### config.mk
export PLATFORM = sky130hd
export DESIGN_NAME = deg_sweep_gen
export DESIGN_NICKNAME = d
export VERILOG_FILES = /design/src/rtl/deg_pkg.sv /design/src/rtl/deg_wrap_add.sv /design/src/rtl/deg_sweep_gen.sv
export SDC_FILE = /design/constraint.sdc
export NUM_CORES = 1
export LEC_CHECK = 0
export ABC_AREA = 1
export CAP_MARGIN = 30
export CORE_MARGIN = 3
export CORE_UTILIZATION = 58
export DETAILED_ROUTE_END_ITERATION = 10
export PLACE_DENSITY = 0.85
export SLEW_MARGIN = 15
export SYNTH_ARGS = -nofsm -noshare
export SYNTH_HDL_FRONTEND = slang
export SYNTH_SLANG_ARGS = --single-unit
export TNS_END_PERCENT = 100
### constraint.sdc
create_clock -name clk -period 5.2 [get_ports clk]
set_clock_uncertainty 0.05 [all_clocks]
set_input_delay 0.52 -clock clk [delete_from_list [all_inputs] [get_ports clk]]
set_output_delay 0.52 -clock clk [all_outputs]
set_load 0.05 [all_outputs]
### src/rtl/deg_pkg.sv
// Shared types and constants for the Q9.7 degree sweep datapath.
package deg_pkg;

    typedef logic [15:0] deg_q9_7_t;

    localparam int        DEG_FRAC = 7;
    localparam deg_q9_7_t DEG_FULL = 16'd46080;

    typedef enum logic [1:0] {
        IDLE = 2'd0,
        EMIT = 2'd1,
        GAP  = 2'd2,
        DONE = 2'd3
    } sweep_state_t;

endpackage

### src/rtl/deg_wrap_add.sv
// Combinational add/subtract of two Q9.7 angles modulo one full turn.
// The add path only needs a < 2*FULL, so it also reduces raw inputs when b = 0.
module deg_wrap_add
    import deg_pkg::*;
(
    input  deg_q9_7_t a,
    input  deg_q9_7_t b,
    input  logic      sub,
    output deg_q9_7_t y
);

    logic [16:0] sum;
    logic        sum_ge;
    logic        borrow;

    // Results always fit in 16 bits, so the correction can wrap mod 2^16.
    always_comb begin
        sum    = {1'b0, a} + {1'b0, b};
        sum_ge = (sum >= {1'b0, DEG_FULL});
        borrow = (a < b);
        if (sub) begin
            y = a - b + (borrow ? DEG_FULL : 16'd0);
        end else begin
            y = a + b - (sum_ge ? DEG_FULL : 16'd0);
        end
    end

endmodule

### src/rtl/deg_sweep_gen.sv
// Programmable Q9.7 angle-sweep sequencer with paced, registered outputs.
// Define DEG_SWEEP_DIR_EN to add the dir input for descending sweeps.
module deg_sweep_gen
    import deg_pkg::*;
#(
    parameter int CNT_W = 16,
    parameter int GAP_W = 16
) (
    input  logic             clk,
    input  logic             rst_n,
    input  logic             start,
    input  logic             abort,
    input  logic [15:0]      start_deg,
    input  logic [15:0]      step_deg,
    input  logic [CNT_W-1:0] n_points,
    input  logic [GAP_W-1:0] gap,
`ifdef DEG_SWEEP_DIR_EN
    input  logic             dir,
`endif
    output logic [15:0]      deg_out,
    output logic             valid_out,
    output logic             last,
    output logic             busy,
    output logic             done
);

    sweep_state_t     state_q, state_d;
    deg_q9_7_t        acc_q, acc_d;
    deg_q9_7_t        step_q, step_d;
    logic [CNT_W-1:0] n_q, n_d;
    logic [CNT_W-1:0] cnt_q, cnt_d;
    logic [GAP_W-1:0] gap_q, gap_d;
    logic [GAP_W-1:0] timer_q, timer_d;
    deg_q9_7_t        deg_q, deg_d;
    logic             valid_q, valid_d;
    logic             last_q, last_d;
    logic             busy_q, busy_d;
    logic             done_q, done_d;
    logic             emit_next;

    deg_q9_7_t raw_in  [2];
    deg_q9_7_t red_out [2];
    deg_q9_7_t adv_a, adv_b, adv_y;
    logic      adv_sub;
    logic      in_idle;

    assign raw_in[0] = start_deg;
    assign raw_in[1] = step_deg;
    assign in_idle   = (state_q == IDLE);

    // Single conditional subtraction reduces each raw config angle into range.
    generate
        for (genvar gi = 0; gi < 2; gi++) begin : g_reduce
            deg_wrap_add u_reduce (
                .a   (raw_in[gi]),
                .b   (16'd0),
                .sub (1'b0),
                .y   (red_out[gi])
            );
        end
    endgenerate

`ifdef DEG_SWEEP_DIR_EN
    logic dir_q, dir_d;
    assign adv_sub = in_idle ? dir : dir_q;
`else
    assign adv_sub = 1'b0;
`endif

    // On start the first successor is computed straight from the reduced inputs.
    assign adv_a = in_idle ? red_out[0] : acc_q;
    assign adv_b = in_idle ? red_out[1] : step_q;

    deg_wrap_add u_advance (
        .a   (adv_a),
        .b   (adv_b),
        .sub (adv_sub),
        .y   (adv_y)
    );

    always_comb begin
        state_d   = state_q;
        acc_d     = acc_q;
        step_d    = step_q;
        n_d       = n_q;
        cnt_d     = cnt_q;
        gap_d     = gap_q;
        timer_d   = timer_q;
        deg_d     = deg_q;
        valid_d   = 1'b0;
        last_d    = 1'b0;
        emit_next = 1'b0;
`ifdef DEG_SWEEP_DIR_EN
        dir_d     = dir_q;
`endif

        case (state_q)
            IDLE: begin
                if (start) begin
                    step_d = red_out[1];
                    n_d    = n_points;
                    gap_d  = gap;
`ifdef DEG_SWEEP_DIR_EN
                    dir_d  = dir;
`endif
                    if (n_points == '0) begin
                        state_d = DONE;
                    end else begin
                        state_d = EMIT;
                        deg_d   = red_out[0];
                        acc_d   = adv_y;
                        cnt_d   = CNT_W'(1);
                        valid_d = 1'b1;
                        last_d  = (n_points == CNT_W'(1));
                    end
                end
            end
            EMIT: begin
                if (last_q) begin
                    state_d = DONE;
                end else if (gap_q == '0) begin
                    emit_next = 1'b1;
                end else begin
                    state_d = GAP;
                    timer_d = gap_q;
                end
            end
            GAP: begin
                if (timer_q == GAP_W'(1)) begin
                    emit_next = 1'b1;
                end else begin
                    timer_d = timer_q - GAP_W'(1);
                end
            end
            DONE: begin
                state_d = IDLE;
            end
            default: begin
                state_d = IDLE;
            end
        endcase

        // cnt_q counts samples already emitted, so the next one is last when cnt_q+1 == n.
        if (emit_next) begin
            state_d = EMIT;
            deg_d   = acc_q;
            acc_d   = adv_y;
            cnt_d   = cnt_q + CNT_W'(1);
            valid_d = 1'b1;
            last_d  = ((cnt_q + CNT_W'(1)) == n_q);
        end

        if (abort) begin
            state_d = IDLE;
            valid_d = 1'b0;
            last_d  = 1'b0;
        end

        busy_d = (state_d != IDLE);
        done_d = (state_d == DONE);
    end

    always_ff @(posedge clk or negedge rst_n) begin
        if (!rst_n) begin
            state_q <= IDLE;
            acc_q   <= '0;
            step_q  <= '0;
            n_q     <= '0;
            cnt_q   <= '0;
            gap_q   <= '0;
            timer_q <= '0;
            deg_q   <= '0;
            valid_q <= 1'b0;
            last_q  <= 1'b0;
            busy_q  <= 1'b0;
            done_q  <= 1'b0;
        end else begin
            state_q <= state_d;
            acc_q   <= acc_d;
            step_q  <= step_d;
            n_q     <= n_d;
            cnt_q   <= cnt_d;
            gap_q   <= gap_d;
            timer_q <= timer_d;
            deg_q   <= deg_d;
            valid_q <= valid_d;
            last_q  <= last_d;
            busy_q  <= busy_d;
            done_q  <= done_d;
        end
    end

`ifdef DEG_SWEEP_DIR_EN
    always_ff @(posedge clk or negedge rst_n) begin
        if (!rst_n) begin
            dir_q <= 1'b0;
        end else begin
            dir_q <= dir_d;
        end
    end
`endif

    assign deg_out   = deg_q;
    assign valid_out = valid_q;
    assign last      = last_q;
    assign busy      = busy_q;
    assign done      = done_q;

endmodule

=== Word level (Yosys, flattened, before mapping) ===
Cells that the tools add are included.

* Bits in writable memories: 0
* Register bits: 118
* Output and inout bits: 20
* Memories: 0
* Word-level logic and storage cells: 85
* ROM bits: 0
* Bits of input ports: 68
* Bits in latches: 0

* Shifts and indexed selects: 0
* Magnitude comparators: 3
* Reduce and logical (&&, ||, !) cells: 10
* Equality and inequality tests: 11
* Multipliers: 0
* Add/sub/neg operators: 7
* Bitwise gates (word level): 0
* Divide/modulo/power cells: 0
* Muxes and demuxes: 42

{| class="wikitable"
|+ Operators with widths
! kind !! count
|-
| 2-to-1 mux 16 bit || 20
|-
| subtractor 16 bit || 3
|-
| == test 16 x 1 -> 1 bit (second input constant) || 2
|-
| greater-or-equal comparator 16 bit (second input constant) || 2
|-
| logical NOT 16 bit || 2
|-
| one-hot mux 16 bit (2 select lines) || 1
|-
| adder 16 x 16 -> 17 bit || 1
|-
| greater-or-equal comparator 17 x 16 -> 1 bit (second input constant) || 1
|-
| adder 16 x 1 -> 16 bit (second input constant) || 1
|-
| adder 16 bit || 1
|-
| == test 16 bit || 1
|-
| subtractor 16 x 1 -> 16 bit (second input constant) || 1
|-
| 2-to-1 mux 1 bit || 13
|-
| 2-to-1 mux 2 bit || 6
|-
| != test 2 bit (second input constant) || 4
|-
| nonzero test 2 bit || 4
|-
| == test 2 bit (second input constant) || 3
|-
| one-hot mux 2 bit (3 select lines) || 1
|-
| AND reduction 4 bit || 1
|-
| AND reduction 3 bit || 1
|-
| == test 2 x 1 -> 1 bit (second input constant) || 1
|-
| logical NOT 2 bit || 1
|-
| one-hot mux 1 bit (2 select lines) || 1
|-
| AND reduction 2 bit || 1
|}

=== Longest topological paths before layout ===
* Depth in word-level cells: 12
* Depth in mapped cells: 34

=== Cells and area by module ===
From an unflattened synthesis, not the netlist that was laid out.

* Cell total of the unflattened synthesis: 2,569
* Area total of the unflattened synthesis: 16,191.8 µm²

{| class="wikitable"
|+ Modules (own cells, without submodules)
! module !! cells an instance !! area an instance (µm²) !! instances !! sequential area each (µm²)
|-
| deg_wrap_add (g_reduce[0].u_reduce ...) || 581 || 3,319.4 || 2 || 0.0
|-
| deg_sweep_gen || 831 || 6,244.7 || 1 || 2,952.8
|-
| deg_wrap_add (u_advance) || 576 || 3,308.2 || 1 || 0.0
|}

=== Worst setup path before layout ===
Ideal clock, no wire load.

* Path type: input-to-reg
* Start point: input port step_deg[10]
* End point: register acc_q[15]
* Setup slack: 283 ps
* Path buffers: 0
* Cell stages on the path: 30
* Arrival time: 4,749 ps
* Required time: 5,033 ps
* Path through: o211ai_1 > nand2_1 > nand2_1 > inv_1 > ha_1 > ha_1 > o31ai_1 > xor2_1 > o21ai_0 > ha_1 > nand2_1 > inv_1 > nand2_1 > nand2_1 > a21oi_1 > nand2_1 > nand2_1 > nand2_1 > a21boi_2 > nand2_2 > fa_1 > inv_1 > ha_1 > a21oi_1 > o21ai_0 > a21bo_2 > a31oi_1 > nand3_1 > nand3_1 > nand2_1

* Longest elaborated chain between the ends: 12
* Elaborated cells between the ends (all ways): 13

{| class="wikitable"
|+ Ends and longest elaborated chain
! item !! RTL line !! source
|-
| from (decl) || deg_sweep_gen.sv:14 || <nowiki>input logic [15:0] step_deg,</nowiki>
|-
| greater-or-equal comparator 16 bit || deg_wrap_add.sv:19 || <nowiki>sum_ge = (sum >= {1'b0, DEG_FULL});</nowiki>
|-
| 2-to-1 mux 16 bit || deg_wrap_add.sv:24 || <nowiki>y = a + b - (sum_ge ? DEG_FULL : 16'd0);</nowiki>
|-
| subtractor 16 bit (*) || deg_wrap_add.sv:24 ||
|-
| 2-to-1 mux 16 bit (*) || deg_sweep_gen.sv:72 || <nowiki>assign adv_b = in_idle ? red_out[1] : step_q;</nowiki>
|-
| adder 16 x 16 -> 17 bit || deg_wrap_add.sv:18 || <nowiki>sum = {1'b0, a} + {1'b0, b};</nowiki>
|-
| greater-or-equal comparator 17 x 16 -> 1 bit || deg_wrap_add.sv:19 ||
|-
| 2-to-1 mux 16 bit || deg_wrap_add.sv:24 ||
|-
| subtractor 16 bit (*) || deg_wrap_add.sv:24 ||
|-
| 2-to-1 mux 16 bit || deg_sweep_gen.sv:106 || <nowiki>if (n_points == '0) begin</nowiki>
|-
| 2-to-1 mux 16 bit || deg_sweep_gen.sv:99 || <nowiki>if (start) begin</nowiki>
|-
| 2-to-1 mux 16 bit || deg_sweep_gen.sv:97 || <nowiki>case (state_q)</nowiki>
|-
| 2-to-1 mux 16 bit (*) || deg_sweep_gen.sv:144 || <nowiki>if (emit_next) begin</nowiki>
|-
| to (signal assigned) || deg_sweep_gen.sv:166 || <nowiki>acc_q <= '0;</nowiki>
|-
| to (signal assigned) || deg_sweep_gen.sv:179 || <nowiki>acc_q <= acc_d;</nowiki>
|-
| to (decl) || deg_sweep_gen.sv:28 || <nowiki>deg_q9_7_t acc_q, acc_d;</nowiki>
|}

Every way passes the cells marked *; elsewhere a longest branch is shown, timed or not. The select of a mux whose other input is x is not followed.
A chain may end at the register's enable or synchronous reset.

=== Worst setup path in the final report ===
* Start point: input port start_deg[11]
* End point: register acc_q[13]

* Longest elaborated chain between the ends: 12
* Elaborated cells between the ends (all ways): 13

{| class="wikitable"
|+ Ends and longest elaborated chain
! item !! RTL line !! source
|-
| from (decl) || deg_sweep_gen.sv:13 || <nowiki>input logic [15:0] start_deg,</nowiki>
|-
| greater-or-equal comparator 16 bit || deg_wrap_add.sv:19 ||
|-
| 2-to-1 mux 16 bit || deg_wrap_add.sv:24 ||
|-
| subtractor 16 bit (*) || deg_wrap_add.sv:24 ||
|-
| 2-to-1 mux 16 bit (*) || deg_sweep_gen.sv:71 || <nowiki>assign adv_a = in_idle ? red_out[0] : acc_q;</nowiki>
|-
| adder 16 x 16 -> 17 bit || deg_wrap_add.sv:18 ||
|-
| greater-or-equal comparator 17 x 16 -> 1 bit || deg_wrap_add.sv:19 ||
|-
| 2-to-1 mux 16 bit || deg_wrap_add.sv:24 ||
|-
| subtractor 16 bit (*) || deg_wrap_add.sv:24 ||
|-
| 2-to-1 mux 16 bit || deg_sweep_gen.sv:106 ||
|-
| 2-to-1 mux 16 bit || deg_sweep_gen.sv:99 ||
|-
| 2-to-1 mux 16 bit || deg_sweep_gen.sv:97 ||
|-
| 2-to-1 mux 16 bit (*) || deg_sweep_gen.sv:144 ||
|}

Marks and branches as above.

==> results.toml <==
[status]
outcome = "completed"

[setup_path]
criticalPathCategory = "in -> reg"
cp.arrival_ns = 5.48
critical_path.startpoint_type = "primary input"
slowest_stage = "fa_1"
regToRegSetupSlack_ns = 0.22
crit_required_ns = 5.49
cp_slowest_stage_delay_ns = 0.51
cp_common_cell = "o21ai_1"
critPathMaxFanout = 4
setup.worst_path.end_class = "flip-flop"

[placed_design]
gp_congestion = 0.902
post-place-cells = 1471
numPortBuffers = 87
dp_hpwl_um = 15300

[timing]
setup_violations = 0
fin_crit_ns = 5.20
slew_viol_final = 0
relSlewSlack = 0.422
holdWs_ns = 0.152
finalCritPeriodShare = 0.999
fmax_ghz = 0.192
max_slew.worst_pin.slew_ns = 0.868
hold_viol_final = 0

[yosys]
synth-seq-cells = 118
yosysSeqAreaShare = 0.350
ys_types = 52
syn_area_per_cell_um2 = 7.13
yosys_warnings = 0
synth_nets = 1311
netlist_area_um2 = 8450
synth_edf_count = 0
synthFlopType = "dfrtp_1"
syn_inst = 1184
async_flop_share = 1.00

[floorplan]
die_h_um = 127
io_pins = 88
coreArea_um2 = 14000
dieArea_um2 = 16000
start_util = 0.602
die_w_um = 127
row_count = 43

[clock_network]
cts_tree = "built"
clk_pin_slew_ns = 0.06
clock_latency_ns = 0.42
cts_buffers = 17
cts_buffer_depth = 2
hold_buffers = 0
cts_root_buffer = "clkbuf_16"
htree_levels = 4
clock-sinks = 118

[routing]
drt_iter0_drc = 902
dr_total_vias = 8560
drt-total-wl_um = 23600
dr.pass1.iters = 9
antenna_left = 0
wl_per_cell_um = 15.6
post-route-drc-count = 0
vias_per_cell = 5.65

[global_route]
grt_max_degree = 89
antenna_found_initial = 0
grt_pass1_vias = 8053
grt_overflow_total = 0
grt_pass1_wl_um = 36300
track_usage = 0.272

[finish]
areaGrowthSynthToFinish_pct = 29.8
stdcell_count = 1514
n_fill_cell = 926
multi_input_area_um2 = 5020
drive_gt1_frac = 0.157
ff_latch_area_um2 = 2950
nets = 1448
n_antenna_cell = 0

[flow_run]
maxCapViolCount = 0

[worst_hold_path]
hp-class = "in -> async"
## metrics by stage
stage                     cell area (um^2)   util  setup WS (ns)  setup TNS (ns)
after global placement                9810  0.699         -0.329          -0.989
after global routing                 11000  0.781         -0.226          -0.685
after detailed placement              9810  0.699         -0.614           -2.09
after CTS                            10400  0.744        0.00278               0
after floorplan                       8450      -          0.283               0
final                                11000  0.781        0.00273               0
## repair_timing
action                                  in CTS  in global routing
setup buffers                                1                 10
pin swaps                                    3                 46
endpoints found under the setup margin       3                  5
resized for setup                           10                 96
hold endpoints to repair                     0                  0
## placed cells by master, fill, tap and decap left out, types with 20 or more instances in the layout
| master | synthesis | routed |
|---|---|---|
| clkdlybuf4s50_1 | 0 | 81 |
| nand3_1 | 54 | 51 |
| ha_1 | 55 | 38 |
| xor2_1 | 23 | 20 |
| dfrtp_1 | 118 | 118 |
| a21oi_1 | 59 | 49 |
| nor2_1 | 74 | 70 |
| buf_4 | 0 | 65 |
| nand2_1 | 292 | 275 |
| o21ai_0 | 113 | 101 |
| inv_1 | 210 | 206 |
## logic make-up (layout without fill, tap and decap cells)
group                      after synthesis  after routing  share of synthesized area
adders and majority gates               59             59                     0.0909
DFF                                    118            118                      0.350
and+or+nand+nor                        485            485                      0.246
buffers and inverters                  248            398                      0.113
muxes                                    9              9                     0.0120
xor gates and xnor gates                32             32                     0.0348
AOI/OAI and AO/OA                      233            233                      0.153
## cells in the mapped netlist (9+ instances only)
library cell | count | area, um^2
nand4_1 | 15 | 93.8
inv_1 | 210 | 788
dfrtp_1 | 118 | 2950
nand3_1 | 54 | 270
o22ai_1 | 16 | 100
o21ai_0 | 113 | 566
ha_1 | 55 | 688
o211ai_1 | 13 | 97.6
nor3_1 | 15 | 75.1
xor2_1 | 23 | 201
mux2_2 | 9 | 101
nand2_1 | 292 | 1100
a21oi_1 | 59 | 295
nor2_1 | 74 | 278
clkbuf_1 | 23 | 86.3
## flip-flops by register name, indices dropped and copies added (netlist names)
signal	cells
valid_out	1
deg_out	16
acc_q	16
timer_q	16
last	1
cnt_q	16
gap_q	16
state_q	2
busy	1
done	1
n_q	16
step_q	16
## final timing paths
check                             to           from  cells past startpoint
max                        acc_q[13]  start_deg[11]                     33
min                         gap_q[7]          rst_n                      1
max reg2reg                acc_q[13]     state_q[1]                     23
min reg2reg                 acc_q[6]       acc_q[6]                      2
max in group asynchronous   acc_q[0]          rst_n                      2
min in group clk            acc_q[6]       acc_q[6]                      2
## critical path, delay by kind of cell
kind	cells	cell delay, ns
XOR/XNOR	1	0.21
buffers and inverters	6	1.06
AO/OA/AOI/OAI	10	1.39
adder cells (fa/ha/maj)	4	1.36
AND/OR/NAND/NOR	12	0.94
## area by class of cell
class / count / share of cell area
Sequential cell: 118 / 0.269
Clock buffer: 21 / 0.0420
Timing Repair Buffer: 152 / 0.126
Tap cell: 180 / 0.0205
Multi-Input combinational cell: 818 / 0.457
Clock inverter: 11 / 0.0113
Inverter: 214 / 0.0736
## routing by layer
layer  vias up  routed length [um]  GRT usage
li1       4064                   -          -
met1      3965                9250      0.329
met2       412               11900      0.471
met3       119                1340     0.0522
met4         0                1120      0.119
met5         -                   0          0
Power is left out: the tool's default activity adds up to more than one toggle a clock period on the data nets, which glitch-free logic cannot reach.
